[src/rtl/seq_detector_prog.sv]
// Runtime-programmable serial bit-sequence detector with a saturating match counter.
// Latency: z is registered and asserts on the clock edge that samples the final pattern bit.
// Backpressure: none. Every valid bit is consumed; cfg_load wins over w_valid and drops that bit.
//
// Ports:
//   clk, rst_n                   rising-edge clock, asynchronous active-low reset
//   w_valid, w                   serial bit and its sample strobe
//   cfg_load, cfg_pattern,       latch a new pattern, length (clamped to MAX_LEN)
//   cfg_len, cfg_overlap         and overlap mode; restarts history fill
//   cnt_clr                      synchronous clear of match_cnt (a same-cycle match still counts)
//   z                            one-cycle match pulse
//   armed                        enough history collected to match the active length
//   match_cnt, cnt_sat           saturating match count and its all-ones flag
module seq_detector_prog #(
    parameter int                   MAX_LEN     = 8,
    parameter int                   CNT_W       = 8,
    parameter logic [MAX_LEN-1:0]   RST_PATTERN = 8'h0F,
    parameter int                   RST_LEN     = 4,
    parameter bit                   RST_OVERLAP = 1'b1,
    localparam int                  LEN_W       = $clog2(MAX_LEN + 1)
) (
    input  logic               clk,
    input  logic               rst_n,
    input  logic               w_valid,
    input  logic               w,
    input  logic               cfg_load,
    input  logic [MAX_LEN-1:0] cfg_pattern,
    input  logic [LEN_W-1:0]   cfg_len,
    input  logic               cfg_overlap,
    input  logic               cnt_clr,
    output logic               z,
    output logic               armed,
    output logic [CNT_W-1:0]   match_cnt,
    output logic               cnt_sat
);

    typedef enum logic {
        IDLE  = 1'b0,
        ARMED = 1'b1
    } state_t;

    localparam logic [LEN_W-1:0] LEN_MAX = LEN_W'(MAX_LEN);

    // Only MAX_LEN-1 past bits need storing: the window being compared is
    // always those bits plus the bit arriving this cycle.
    logic [MAX_LEN-2:0] hist_q, hist_d;
    logic [LEN_W-1:0]   fill_q, fill_d;
    logic [MAX_LEN-1:0] pat_q, pat_d;
    logic [LEN_W-1:0]   len_q, len_d;
    logic               ovl_q, ovl_d;
    logic               z_q, z_d;
    logic [CNT_W-1:0]   cnt_q, cnt_d;
    logic               sat_q, sat_d;
    state_t             state_q, state_d;

    logic [MAX_LEN-1:0] hist_n;
    logic [MAX_LEN-1:0] len_mask;
    logic               match;

    // Select the low len_q bits of the window for comparison.
    always_comb begin
        len_mask = '0;
        for (int i = 0; i < MAX_LEN; i++) begin
            len_mask[i] = (i < int'(len_q));
        end
    end

    always_comb begin
        hist_d  = hist_q;
        fill_d  = fill_q;
        pat_d   = pat_q;
        len_d   = len_q;
        ovl_d   = ovl_q;
        cnt_d   = cnt_q;
        match   = 1'b0;
        hist_n  = {hist_q, w};

        if (cfg_load) begin
            pat_d  = cfg_pattern;
            len_d  = (cfg_len > LEN_MAX) ? LEN_MAX : cfg_len;
            ovl_d  = cfg_overlap;
            fill_d = '0;
        end else if (w_valid) begin
            hist_d = hist_n[MAX_LEN-2:0];
            fill_d = (fill_q == LEN_MAX) ? fill_q : fill_q + LEN_W'(1);
            match  = (len_q != '0) && (fill_d >= len_q) &&
                     (((hist_n ^ pat_q) & len_mask) == '0);
            // Non-overlapping mode: the next match must be built from fresh bits.
            if (match && !ovl_q) begin
                fill_d = '0;
            end
        end

        // Clear takes effect first, so a coincident match leaves the count at one.
        if (cnt_clr) begin
            cnt_d = match ? CNT_W'(1) : '0;
        end else if (match && (cnt_q != '1)) begin
            cnt_d = cnt_q + CNT_W'(1);
        end

        sat_d   = &cnt_d;
        z_d     = match;
        state_d = (fill_d >= len_d) ? ARMED : IDLE;
    end

    always_ff @(posedge clk or negedge rst_n) begin
        if (!rst_n) begin
            hist_q  <= '0;
            fill_q  <= '0;
            pat_q   <= RST_PATTERN;
            len_q   <= LEN_W'(RST_LEN);
            ovl_q   <= RST_OVERLAP;
            z_q     <= 1'b0;
            cnt_q   <= '0;
            sat_q   <= 1'b0;
            state_q <= IDLE;
        end else begin
            hist_q  <= hist_d;
            fill_q  <= fill_d;
            pat_q   <= pat_d;
            len_q   <= len_d;
            ovl_q   <= ovl_d;
            z_q     <= z_d;
            cnt_q   <= cnt_d;
            sat_q   <= sat_d;
            state_q <= state_d;
        end
    end

    assign z         = z_q;
    assign armed     = (state_q == ARMED);
    assign match_cnt = cnt_q;
    assign cnt_sat   = sat_q;

endmodule

[config.mk]
export PLATFORM = sky130hd
export DESIGN_NAME = seq_detector_prog
export DESIGN_NICKNAME = d
export VERILOG_FILES = /design/src/rtl/seq_detector_prog.sv
export SDC_FILE = /design/constraint.sdc
export NUM_CORES = 1
export LEC_CHECK = 0
export BUFFER_PORTS_ARGS = -buffer_cell sky130_fd_sc_hd__buf_2
export CORE_MARGIN = 2
export CORE_UTILIZATION = 58
export CTS_BUF_LIST = sky130_fd_sc_hd__clkbuf_8
export CTS_CLUSTER_SIZE = 25
export DETAILED_ROUTE_END_ITERATION = 10
export GPL_ROUTABILITY_DRIVEN = 0
export PLACE_DENSITY = 0.81
export SYNTH_ARGS = -nofsm -noshare
export SYNTH_HDL_FRONTEND = slang
export SYNTH_SLANG_ARGS = --single-unit
[constraint.sdc]
create_clock -name clk -period 4.9 [get_ports clk]
set_clock_uncertainty 0.2 [all_clocks]
set_input_delay 0.735 -clock clk [delete_from_list [all_inputs] [get_ports clk]]
set_output_delay 0.735 -clock clk [all_outputs]
set_load 0.005 [all_outputs]
==> results.json <==
{
  "status": "finished, final reports clean",
  "critical_path.slowest_cell": "or4_2",
  "cts-buffers-inserted": 5,
  "async_flop_share": 1.00,
  "dr.pass1.iters": 4,
  "tightest_slew_ns": 0.753,
  "crit_fanout": 4,
  "worstReg2RegStart": "fill_q[0]",
  "grt_max_degree": 36,
  "design_area_um2": 2220,
  "mappedNetlistNets": 210,
  "fp-row-count": 20,
  "ant_nets": 0,
  "start_util": 0.624,
  "postCtsSetupRepairBufs": 0,
  "reg2reg_depth": 17,
  "hold_violations": 0,
  "power_density_nw_per_um2": 317,
  "rrSetupSlack_ns": 0.96,
  "htree_levels": 2,
  "setup_viol": 0,
  "syn_area_um2": 1940,
  "cts_hold_buf": 0,
  "synth_edf_count": 0,
  "die-area_um2": 3820,
  "hold_path_class": "input pin to async pin",
  "drive_above_1_share": 0.329,
  "slew_headroom": 0.498,
  "die_w_um": 61.8,
  "power_mw": 0.705,
  "drt_iter0_markers": 88,
  "critPathRequiredTime_ns": 4.88,
  "clk_latency_ns": 0.29,
  "clock.fmax_ghz": 0.253,
  "wl_per_cell_um": 15.1,
  "synth-seq-cells": 35,
  "timing.final.crit_share": 0.805,
  "io_buffers": 29,
  "wl_um": 3870,
  "drcViolationCount": 0,
  "rsz0062_at_grt": "false",
  "yosys.cell_types.count": 46,
  "ys.flop_type": "dfrtp_1",
  "critical_path_class": "flip-flop to flip-flop",
  "yosys_warnings": 0,
  "cp_cell_sequence": "inv_1 > ha_1 > nand3b_1 > and2_1 > ha_1 > o21a_1 > o22ai_1 > a211o_1 > or4_2 > a2bb2oi_1 > or2_2 > ha_1 > nand2b_1 > a21oi_1 > nor2b_1 > o21ai_0 > nand2b_1",
  "critPathArrivalTime_ns": 3.92,
  "clk_pin_slew_worst_paths_ns": 0.07,
  "fillers": 259,
  "peakVddDrop_uv": 278,
  "cts_tree": "done",
  "synthCells": 180,
  "post_cts_resized": 0,
  "endpoint_kind": "flip-flop",
  "clkSinkCount": 35,
  "num_io_pins": 30,
  "max_stage_delay_ns": 0.68,
  "track_usage": 0.240,
  "multi_input_area_um2": 976,
  "grt_overflow": 0,
  "die_y_um": 61.8,
  "dp_hpwl_um": 2950,
  "cts-root-buf": "clkbuf_8",
  "slew_violations": 0,
  "nets": 242,
  "regArea_um2": 883,
  "post-route-min-period_ns": 3.94,
  "placed_cell_area_um2": 2120,
  "drv_cap": 0,
  "finalSetupTns_ns": 0,
  "whs_ns": 0.307,
  "vias_per_cell": 5.59,
  "diodes": 0,
  "cts_buffer_depth": 2,
  "crit_top_cell": "ha_1",
  "vias": 1437,
  "p_leak_nw": 1.04,
  "layout_common_cells": "dfrtp_1, buf_2, mux2_2",
  "critPathLaunchType": "flip-flop",
  "r2r_end": "armed",
  "antenna_found_initial": 0,
  "avgSynthCellArea_um2": 10.8,
  "grt_pass1_vias": 1521,
  "core_um2": 3100,
  "grt_pass1_wl_um": 6560,
  "synthToLayoutAreaGrowth_pct": 14.7,
  "synth-seq-area-share": 0.456
}
layer usage:
metal	GRT usage	wire length, um	vias to the layer above
li1	-	-	691
met4	0.0942	63	0
met2	0.427	1950	32
met3	0.0600	157	7
met1	0.275	1700	707
met5	0	0	-
power by group:
part	total [mW]	switching (mW)	internal, mW
registers	0.360	0.0318	0.328
clock network	0.225	0.0987	0.126
logic	0.120	0.0558	0.0647
total	0.705	0.186	0.519
how the worst max path moves through the flow:
stage,start,to
finish,fill_q[0],armed
global route,fill_q[0],armed
CTS,fill_q[0],armed
detailed placement,fill_q[0],armed
global placement,fill_q[0],armed
floorplan,fill_q[0],armed
cell type report:
cell class | count | area share
multi-input combinational | 126 | 0.439
sequential | 35 | 0.398
timing repair buffer | 29 | 0.0654
clock buffer | 7 | 0.0434
inverter | 15 | 0.0276
tap | 44 | 0.0248
clock inverter | 1 | 0.00169
cell families after synthesis:
| kind of cell | share of synthesized area |
|---|---|
| AND/OR/NAND/NOR | 0.156 |
| XOR/XNOR | 0.0769 |
| flip-flops | 0.456 |
| AO/OA/AOI/OAI | 0.107 |
| buffers and inverters | 0.0400 |
| adder cells (fa/ha/maj) | 0.0711 |
| multiplexers | 0.0930 |
synth_stat cells, types with 6 or more instances:
| library cell | n | share of area |
|---|---|---|
| inv_1 | 14 | 0.027 |
| o21ai_0 | 6 | 0.016 |
| mux2_2 | 16 | 0.093 |
| dfrtp_1 | 29 | 0.37 |
| nand2_1 | 7 | 0.014 |
| ha_1 | 11 | 0.071 |
| nand3_1 | 9 | 0.023 |
| xor2_1 | 8 | 0.036 |
| a21oi_1 | 10 | 0.026 |
| nand2b_1 | 6 | 0.019 |
| xnor2_1 | 9 | 0.041 |
| nor2_1 | 10 | 0.019 |
| dfstp_2 | 6 | 0.081 |
worst max-delay path: cells and delay by family, from the launching register on:
| family | cells | cell delay [ns] |
|---|---|---|
| AO/OA/AOI/OAI | 6 | 0.94 |
| buffers and inverters | 1 | 0.15 |
| AND/OR/NAND/NOR | 7 | 1.46 |
| flip-flops | 1 | 0.42 |
| adder cells (fa/ha/maj) | 3 | 0.67 |
metrics by stage:
stage	std cells	worst slack, ns	util
detailed placement	249	1.01	0.683
floorplan	180	1.32	-
finish	257	0.955	0.716
global route	257	0.739	0.716
global placement	249	1.22	0.683
CTS	257	0.987	0.716
state kept, by name, summed over array words and instances, names as in the netlist:
register   cells
armed          1
ovl_q          1
pat_q          8
match_cnt      8
len_q          4
hist_q         7
cnt_sat        1
z              1
fill_q         4
Power figures use the tool's default switching activity.
